`src/rtl/shared_reg_arbiter.sv`:
```
// Round-robin arbiter granting NREQ requesters write access to one shared WIDTH-bit register.
// Optional burst lock (requester keeps the grant across writes) when ARB_LOCK_EN is defined.
module shared_reg_arbiter #(
  parameter int unsigned NREQ  = 4,
  parameter int unsigned WIDTH = 8
) (
  input  logic                    clk,
  input  logic                    rst_n,
  input  logic [NREQ-1:0]         req,
  input  logic [NREQ*WIDTH-1:0]   wdata,
`ifdef ARB_LOCK_EN
  input  logic [NREQ-1:0]         lock,
`endif
  output logic [NREQ-1:0]         gnt,
  output logic [$clog2(NREQ)-1:0] gnt_id,
  output logic [NREQ-1:0]         ack,
  output logic [WIDTH-1:0]        q,
  output logic                    q_valid,
  output logic                    busy
);

  localparam int unsigned IW = $clog2(NREQ);

  localparam logic [1:0] StIdle  = 2'd0;
  localparam logic [1:0] StGrant = 2'd1;
  localparam logic [1:0] StWrite = 2'd2;

  logic [1:0]       state_q, state_d;
  logic [NREQ-1:0]  gnt_q, gnt_d;
  logic [NREQ-1:0]  ack_q, ack_d;
  logic [IW-1:0]    id_q, id_d;
  logic [IW-1:0]    ptr_q, ptr_d;
  logic [WIDTH-1:0] q_q, q_d;
  logic             qv_q, qv_d;

  logic             found;
  logic [IW-1:0]    win;
  int unsigned      idx;
  logic             lock_hold;

  // Scan from the requester after the last completed grant, wrapping around.
  always_comb begin
    found = 1'b0;
    win   = '0;
    idx   = 0;
    for (int unsigned off = 1; off <= NREQ; off++) begin
      idx = (int'(ptr_q) + off) % NREQ;
      if (!found && req[idx]) begin
        found = 1'b1;
        win   = IW'(idx);
      end
    end
  end

`ifdef ARB_LOCK_EN
  assign lock_hold = lock[id_q] & req[id_q];
`else
  assign lock_hold = 1'b0;
`endif

  always_comb begin
    state_d = state_q;
    gnt_d   = gnt_q;
    ack_d   = '0;
    id_d    = id_q;
    ptr_d   = ptr_q;
    q_d     = q_q;
    qv_d    = qv_q;
    case (state_q)
      StIdle: begin
        if (found) begin
          state_d    = StGrant;
          gnt_d      = '0;
          gnt_d[win] = 1'b1;
          id_d       = win;
        end
      end
      StGrant: begin
        if (req[id_q]) begin
          state_d = StWrite;
        end else begin
          // Requester withdrew: drop the grant without writing or moving the pointer.
          state_d = StIdle;
          gnt_d   = '0;
        end
      end
      StWrite: begin
        q_d         = wdata[id_q*WIDTH +: WIDTH];
        qv_d        = 1'b1;
        ack_d[id_q] = 1'b1;
        ptr_d       = id_q;
        if (lock_hold) begin
          state_d = StGrant;
        end else begin
          state_d = StIdle;
          gnt_d   = '0;
        end
      end
      default: begin
        state_d = StIdle;
        gnt_d   = '0;
      end
    endcase
  end

  always_ff @(posedge clk or negedge rst_n) begin
    if (!rst_n) begin
      state_q <= StIdle;
      gnt_q   <= '0;
      ack_q   <= '0;
      id_q    <= '0;
      ptr_q   <= IW'(NREQ - 1);
      q_q     <= '0;
      qv_q    <= 1'b0;
    end else begin
      state_q <= state_d;
      gnt_q   <= gnt_d;
      ack_q   <= ack_d;
      id_q    <= id_d;
      ptr_q   <= ptr_d;
      q_q     <= q_d;
      qv_q    <= qv_d;
    end
  end

  assign gnt     = gnt_q;
  assign gnt_id  = id_q;
  assign ack     = ack_q;
  assign q       = q_q;
  assign q_valid = qv_q;
  assign busy    = (state_q != StIdle);

endmodule
```
`config.mk`:
```
export PLATFORM = sky130hd
export DESIGN_NAME = shared_reg_arbiter
export DESIGN_NICKNAME = d
export VERILOG_FILES = /design/src/rtl/shared_reg_arbiter.sv
export SDC_FILE = /design/constraint.sdc
export NUM_CORES = 1
export LEC_CHECK = 0
export CAP_MARGIN = 20
export CORE_MARGIN = 2
export CORE_UTILIZATION = 35
export CTS_CLUSTER_DIAMETER = 60
export DETAILED_ROUTE_END_ITERATION = 10
export GPL_TIMING_DRIVEN = 0
export HOLD_SLACK_MARGIN = 0.05
export PLACE_DENSITY = 0.8
export SYNTH_ARGS = -nofsm -noshare
export SYNTH_HDL_FRONTEND = slang
export SYNTH_SLANG_ARGS = --single-unit
```
`constraint.sdc`:
```
create_clock -name clk -period 1.5 [get_ports clk]
set_input_delay 0.375 -clock clk [delete_from_list [all_inputs] [get_ports clk]]
set_output_delay 0.375 -clock clk [all_outputs]
set_load 0.01 [all_outputs]
```
[Word level (Yosys, flattened, before mapping)]
Index checks and enable logic that the tools add are counted.
Word-level totals
  output and inout port bits: 20
  word-level logic and storage cells: 65
  input bits: 38
  register bits: 23
Operators by class
  eq/ne operators: 4
  $add $sub $neg: 4
  multiplexer cells: 29
  reductions and logical operators: 12
  shifts and indexed selects: 1
  $lt $le $gt $ge: 8
Operators by type and width (number)
  $shiftx A32 B6 Y8: 1
  $lt A2 B3 Y1 const B: 6
  $mux W2: 6
  $mux W4: 3
  $mux W1: 11
  $bmux W1 S2: 5
  $pmux W4 S2: 1
  $logic_and A1 B1 Y1: 5
  $add A2 B1 Y2 const B: 2
  $add A2 B2 Y2 const B: 2
  $demux W1 S2: 2
  $ge A2 B1 Y1 const B: 2
  $ne A2 B2 Y1 const B: 2
  $pmux W2 S2: 1
  $reduce_and A2 Y1: 2
  $logic_not A1 Y1: 3
  $eq A2 B1 Y1 const B: 1
  $eq A2 B2 Y1 const B: 1
  $logic_not A2 Y1: 1
  $reduce_bool A2 Y1: 1

[Longest topological paths before layout]
Gate-level depths: netlist of the first run.
  word-level depth: 19
  gate-level depth with buffers: 5
  depth with buffers taken out: 5

[Worst setup path after synthesis of the first run]
No wires, ideal clock.
  kind: register to register
  start point: register id_q[1], in the netlist gnt_id[1]
  end point: register gnt_q[3], in the netlist gnt[3]
  path buffers: 0
  setup slack: -0.083 ns
  library setup time: 0.121 ns
  arrival: 1.462 ns
  clock period less this slack: 1.583 ns
  data required time: 1.379 ns
  cell stages (with the launch flop): 5
  path through: dfrtp_1 mux4_2 mux2i_1 nor2_1 a22o_1
Between the ends
  cells in the longest elaborated chain, start to end: 4
RTL lines
  start: declaration: RTL line 31  | logic [IW-1:0] id_q, id_d;
  start signal: assignment: RTL line 119  | id_q <= id_d;
  $bmux W1 S2: RTL line 79  | if (req[id_q]) begin
  $mux W1 (not written as such): RTL line 79
  $ne A2 B2 Y1 (no source line)
  $reduce_and A2 Y1 (no source line)
  end signal: assignment: RTL line 117  | gnt_q <= gnt_d;
  end: declaration: RTL line 29  | logic [NREQ-1:0] gnt_q, gnt_d;
No other way between the ends. The select of a mux whose other input is x is not followed.
A chain may end at the register's enable or synchronous reset.

[Worst setup path after layout of the first run]
Same ends and word-level chain as after synthesis.

==> results.md, run 1 <==
* Most Used Layer, Global Route: met2
* Largest family of logic cells by synthesized area: multiplexers
* FF-to-FF Start: gnt_id[1]
* Worst Max-Slew Pin Slew at 332.0 ps
* Critical path launch point type: flip-flop
* Largest net degree at the start of global routing at 24
* Post-Place Worst Slack at -519.2 ps
* Vias in the first global route at 1065
* GRT met2 Usage at 32.37%
* M1 GR Usage at 22.34%
* Die Footprint at 3725 um2
* WL per Instance at 15.16 um
* IO Pins at 58
* Most common cell after layout, fill and taps aside: nand2_1
* Post-layout net count at 206
* Register-to-register setup slack at -70 ps
* Final Cell Area at 1858 um2
* HP Class: primary input to async pin
* Placed insts at 202
* Via count at 1091
* P_leak at 0.0008729 uW
* Die X at 61.04 um
* Initial DRT Pass Iterations at 4
* Fmax at 0.6387 GHz
* Synth Area in Adders at 0%
* Core Rows at 20
* Final std cells w/o fill at 211
* Grt met3 use at 4.832%
* Max H-tree Level at 1
* Placed cell areas at 1768 um2
* Worst EP required at 1720 ps
* Setup violations, final at 2
* Port-buffer cells at 57
* Root Buffer: clkbuf_4
* Routed Antenna Nets at 0
* HPWL after DPL at 2375 um
* Post-synthesis cell type count at 26
* Violated checks: negative setup slack
* CTS tree: yes
* Gr usage total at 17.96%
* CORE AREA at 3078 um2
* Compound-cell area share of the yosys netlist at 6.044%
* Crit path capture type: flip-flop
* Starting Density at 36.99%
* Worst setup path start: gnt_id[1]
* Clock sinks at 23
* Final Hold Vio Count at 0
* Synthesized net count at 139
* Fin util at 60.37%
* Post-Syn Area at 1139 um2
* Diodes inserted at 0
* Ranking of synthesized cells by area: dfrtp_1, mux4_2, nand2_1, dfstp_2, nand2b_1
* Yosys reg bits at 23
* Critical path fanouts, max at 3
* Clock skew at 5.233 ps
* Final wirelength at 3198 um
* Initial antenna violation count at 0
* Share of cells above drive strength 1 at 20.36%
* Max cap viols at 0
* Slew headroom at 77.68%
* Total power at 3096 uW
* First-pass GRT wire length at 4947 um
* Tcrit/Tclk final at 104.4%
* RePlAce Congestion at 0.7930
* Latest clock arrival within the worst-skew pair at 310 ps
* Commonest cells after routing, fill and taps aside: nand2_1, clkdlybuf4s50_1, dlygate4sd2_1
* Sequential area share after synthesis at 50.77%
* Clock-pin slew on the worst setup and hold paths at 130 ps
* Post-synthesis mux area share at 20.55%
* Post-route DRC at 0
* Worst setup margin at -65.72 ps
* Maximum vdd drop at 0.0008767 V
* Cts-stage hold buffer count at 0
* Post-Syn Instances at 101
* TritonCTS buffer count at 3
* Mapped Avg Cell Area at 11.27 um2
* Synth area leader: dfrtp_1
* RSZ-0062 raised after global routing: true
* YS warnings at 0
* Initial DRC count at 35
* Tmin final at 1566 ps
* WS Path Type: flip-flop to flip-flop
* Xor/xnor share of the synthesized area at 0%
* Simple-gate area share of the yosys netlist at 20.33%
* PwrDens at 1666 nW/um2
* Vias per inst at 5.171
* Fin. max-slew vios at 0
* Critical path arrival at 1780 ps
* Remaining global-route overflow at 0
* Post-synth top area share at 46.15%
* Synthesis-to-finish area growth at 63.19%
* Die H at 61.04 um
* Status: complete, but fails checks
* CTS Buffer Depth at 2
## cell type report
class                      count  area [um2]
sequential                    23       579.3
clock buffer                   3       22.52
multi-input combinational     72       549.3
buffer                         5       52.55
timing repair buffer          62       590.6
clock inverter                 1       5.005
inverter                       1       3.754
tap                           44       55.05
fill                         265        1220
## what timing repair did
| action | 4_1_cts | 5_1_grt |
|---|---|---|
| gates resized for setup | 29 | 16 |
| pin swaps | 2 | 1 |
| setup endpoints to repair | 29 | 12 |
| endpoints found under the hold margin | 0 | 0 |
| buffers inserted | 3 | 1 |
## state kept, by name, indices dropped and copies added (netlist names)
signal	count
ack	4
gnt	4
gnt_id	2
ptr_q	2
q	8
q_valid	1
state_q	2
## cell families (layout without fill, tap and decap cells)
group	Yosys count	count (layout)
mux	12	12
simple gates	52	52
compound gates	8	8
buf+inv	6	72
flops	23	23
## path summary, 6_finish.rpt
check / end / depth (start not counted)
worst max-delay path: gnt[3] / 4
worst min-delay path: gnt[3] / 1
worst max register to register: gnt[3] / 4
worst min register to register: q_valid / 1
max in group asynchronous: ptr_q[1] / 2
min in group clk: q_valid / 1
## report_power, final
part / total, uW / leakage [uW] / internal, uW / switching (uW)
sequential: 1040 / 0.000285 / 890 / 154
clock: 290 / 0.0000177 / 99.5 / 191
combinational: 1760 / 0.000571 / 936 / 825
total: 3100 / 0.000873 / 1930 / 1170
## cells in the mapped netlist
cell,instances
mux2i_1,2
and3b_1,1
mux4_2,9
o32ai_1,1
nor2_1,5
nand3b_1,1
buf_2,3
and3_1,1
nor3b_1,1
clkbuf_1,2
nand2_1,34
a32o_1,1
nor4_1,1
nand2b_1,4
o2bb2ai_1,1
a22o_1,1
a31o_2,1
dfrtp_1,21
nor2b_1,1
or2_1,2
nor3_1,1
inv_2,1
a32oi_1,1
a21o_1,2
dfstp_2,2
mux2_1,1
## layer usage
metal | vias to the layer above | share of wire, % | wire (um)
li1 | 494 | - | -
met1 | 532 | 40 | 1271
met2 | 63 | 51 | 1631
met3 | 2 | 9.0 | 287
met4 | 0 | 0.25 | 8
met5 | - | 0 | 0
## through the flow
stage          hold slack [ps]  setup TNS (ps)
2_1_floorplan            79.41          -19.54
3_3_place_gp             457.0           -4787
3_5_place_dp             462.7           -7359
4_1_cts                  489.2          -121.0
5_1_grt                  254.5          -329.1
6_report                 282.1          -126.5
## worst max-delay path, cell delays in order, from the launching register on
cell	delay, ps
dfrtp_2	420
mux4_2	530
mux2i_2	240
nor2_2	80
a22o_1	210
Power figures use the tool's default switching activity.
==> inputs of run 2 (changes only) <==
Settings changed: CELL_PAD_IN_SITES_DETAIL_PLACEMENT from default to 2, CELL_PAD_IN_SITES_GLOBAL_PLACEMENT from default to 2, CORE_UTILIZATION 35 to 21, PLACE_DENSITY 0.8 to 0.81.
==> run 2 against run 1 <==
The run still ends with negative setup slack left. Sequential share of layout area is 1.4 points lower. Total power up 8.6%. Worst setup slack got worse by 9.5 ps. Fmax is 0.60% lower. Critical endpoint unchanged. Largest cell class unchanged.
==> results.md, run 2 (same netlist as run 1, synthesis figures left out) <==
* Family with the most delay on the worst path: multiplexers
* Violated checks: negative setup slack
* Worst Max-Slew Pin Slew at 351.3 ps
* Clock sinks at 23
* Fin util at 37.64%
* Net switching power at 1314 uW
* Vias per inst at 4.569
* Clock-pin slew on the worst setup and hold paths at 80 ps
* Bufs and invs on worst path at 1
* Critical path fanouts, max at 5
* Tcrit/Tclk final at 105.0%
* Routed Antenna Nets at 0
* Pint at 2048 uW
* IO Pins at 58
* Die Footprint at 6027 um2
* CORE AREA at 5172 um2
* RePlAce Congestion at 0.7740
* HPWL after DPL at 3317 um
* Setup violations, final at 3
* Share of cells above drive strength 1 at 21.89%
* PwrDens at 1727 nW/um2
* FILL cells at 552
* Worst setup margin at -75.18 ps
* Cts-stage hold buffer count at 0
* WS Path Type: primary input to flip-flop
* P_leak at 0.0008911 uW
* Initial DRC count at 22
* Commonest cells after routing, fill and taps aside: nand2_1, clkdlybuf4s50_1, dlygate4sd2_1
* RR Endpoint: gnt[3]
* RSZ-0062 raised after global routing: true
* Post-layout net count at 208
* Final wirelength at 4324 um
* Sw frac at 39.08%
* TritonCTS buffer count at 3
* Reg power frac at 31.6%
* WL per Instance at 18.09 um
* Fin. max-slew vios at 0
* Synthesis-to-finish area growth at 70.99%
* Clock skew at 8.690 ps
* Diodes inserted at 0
* Tmin final at 1575 ps
* CP max stage cell: mux4_2
* Post-route DRC at 0
* Register-to-register setup slack at -60 ps
* First-pass GRT wire length at 6865 um
* Die H at 77.64 um
* Gr usage total at 14.83%
* Port-buffer cells at 57
* Post-Place Worst Slack at -613.6 ps
* Max H-tree Level at 1
* Via count at 1092
* Initial DRT Pass Iterations at 4
* Critical path launch point type: primary input
* Critical-path cell list: dlygate4sd2_1 > mux4_2 > mux2i_4 > nor2_2 > a22o_1
* Max FFs per register at 8
* Core Rows at 26
* Latest clock arrival within the worst-skew pair at 270 ps
* CTS Buffer Depth at 2
* Worst EP required at 1650 ps
* Critical Path Max Stage Delay at 550 ps
* CTS tree: yes
* FF-to-FF Start: gnt_id[1]
* Vias in the first global route at 1237
* Starting Density at 22.01%
* Critical path arrival at 1730 ps
* Die X at 77.64 um
* Remaining global-route overflow at 0
* Fmax at 0.6348 GHz
* Reg2reg path depth at 4
* Status: complete, but fails checks
* Root Buffer: clkbuf_8
* Final Hold Vio Count at 0
* Comb power frac at 57.0%
* Clock share of power at 11.4%
* Crit path capture type: flip-flop
* HP Class: primary input to async pin
* Max cap viols at 0
* Maximum vdd drop at 0.0004290 V
* Initial antenna violation count at 0
* Slew headroom at 76.40%
* Largest net degree at the start of global routing at 24
==> run 2: per-stage QoR <==
stage | setup TNS [ps] | std cells | hold slack, ps | area, um2 | total power [uW]
after floorplan | -19.54 | 101 | 79.41 | 1142 | 2015
after global placement | -5828 | 228 | 452.6 | 1800 | 2776
after detailed placement | -7947 | 228 | 461.0 | 1800 | 2900
after CTS | -192.5 | 238 | 479.4 | 1911 | 3370
after global routing | -268.0 | 239 | 314.4 | 1947 | 3618
final | -142.5 | 239 | 322.2 | 1947 | 3363
==> run 2: what timing repair did <==
action,CTS,global route
setup buffers,6,0
pin swaps,1,0
setup endpoints to repair,31,14
gates resized for setup,37,7
==> run 2: layer usage <==
layer / vias to the layer above / global-route usage (%) / wire [um]
met1: 548 / 18.01 / 1684
met3: 4 / 4.302 / 383
met2: 52 / 25.17 / 2208
met5: - / 0 / 0
met4: 0 / 4.821 / 47
li1: 488 / - / -
==> run 2: power groups by stage <==
stage | combinational [uW] | sequential [uW] | clock [uW]
2_1_floorplan | 862 | 1150 | 0
3_3_place_gp | 1690 | 1090 | 0
3_5_place_dp | 1790 | 1110 | 0
4_1_cts | 1910 | 1060 | 399
5_1_grt | 2090 | 1100 | 425
6_report | 1920 | 1060 | 384
==> run 2: cell type report <==
type	count	area [um2]	area share (%)
Inverter	1	3.754	0.1928
Sequential cell	23	579.3	29.76
Clock inverter	1	5.005	0.2571
Buffer	5	41.29	2.121
Tap cell	70	87.58	4.499
Multi-Input combinational cell	72	576.8	29.63
Timing Repair Buffer	64	611.8	31.43
Clock buffer	3	41.29	2.121
==> run 2: worst reg2reg max path, delay by kind of cell (launching register included) <==
kind	cells	cell delay, ps
AO/OA/AOI/OAI	1	230
multiplexers	2	770
AND/OR/NAND/NOR	1	70
flip-flops	1	380
==> run 2: how the worst max path moves through the flow <==
stage	from	slack, ps	endpoint	cells past startpoint
6_report	req[0]	-80	gnt[3]	5
5_1_grt	gnt_id[1]	-110	gnt[3]	4
4_1_cts	gnt_id[1]	-80	gnt[3]	4
3_5_place_dp	req[1]	-610	gnt_id[0]	5
3_3_place_gp	req[0]	-540	gnt_id[0]	5
2_1_floorplan	gnt_id[1]	-20	gnt[3]	4
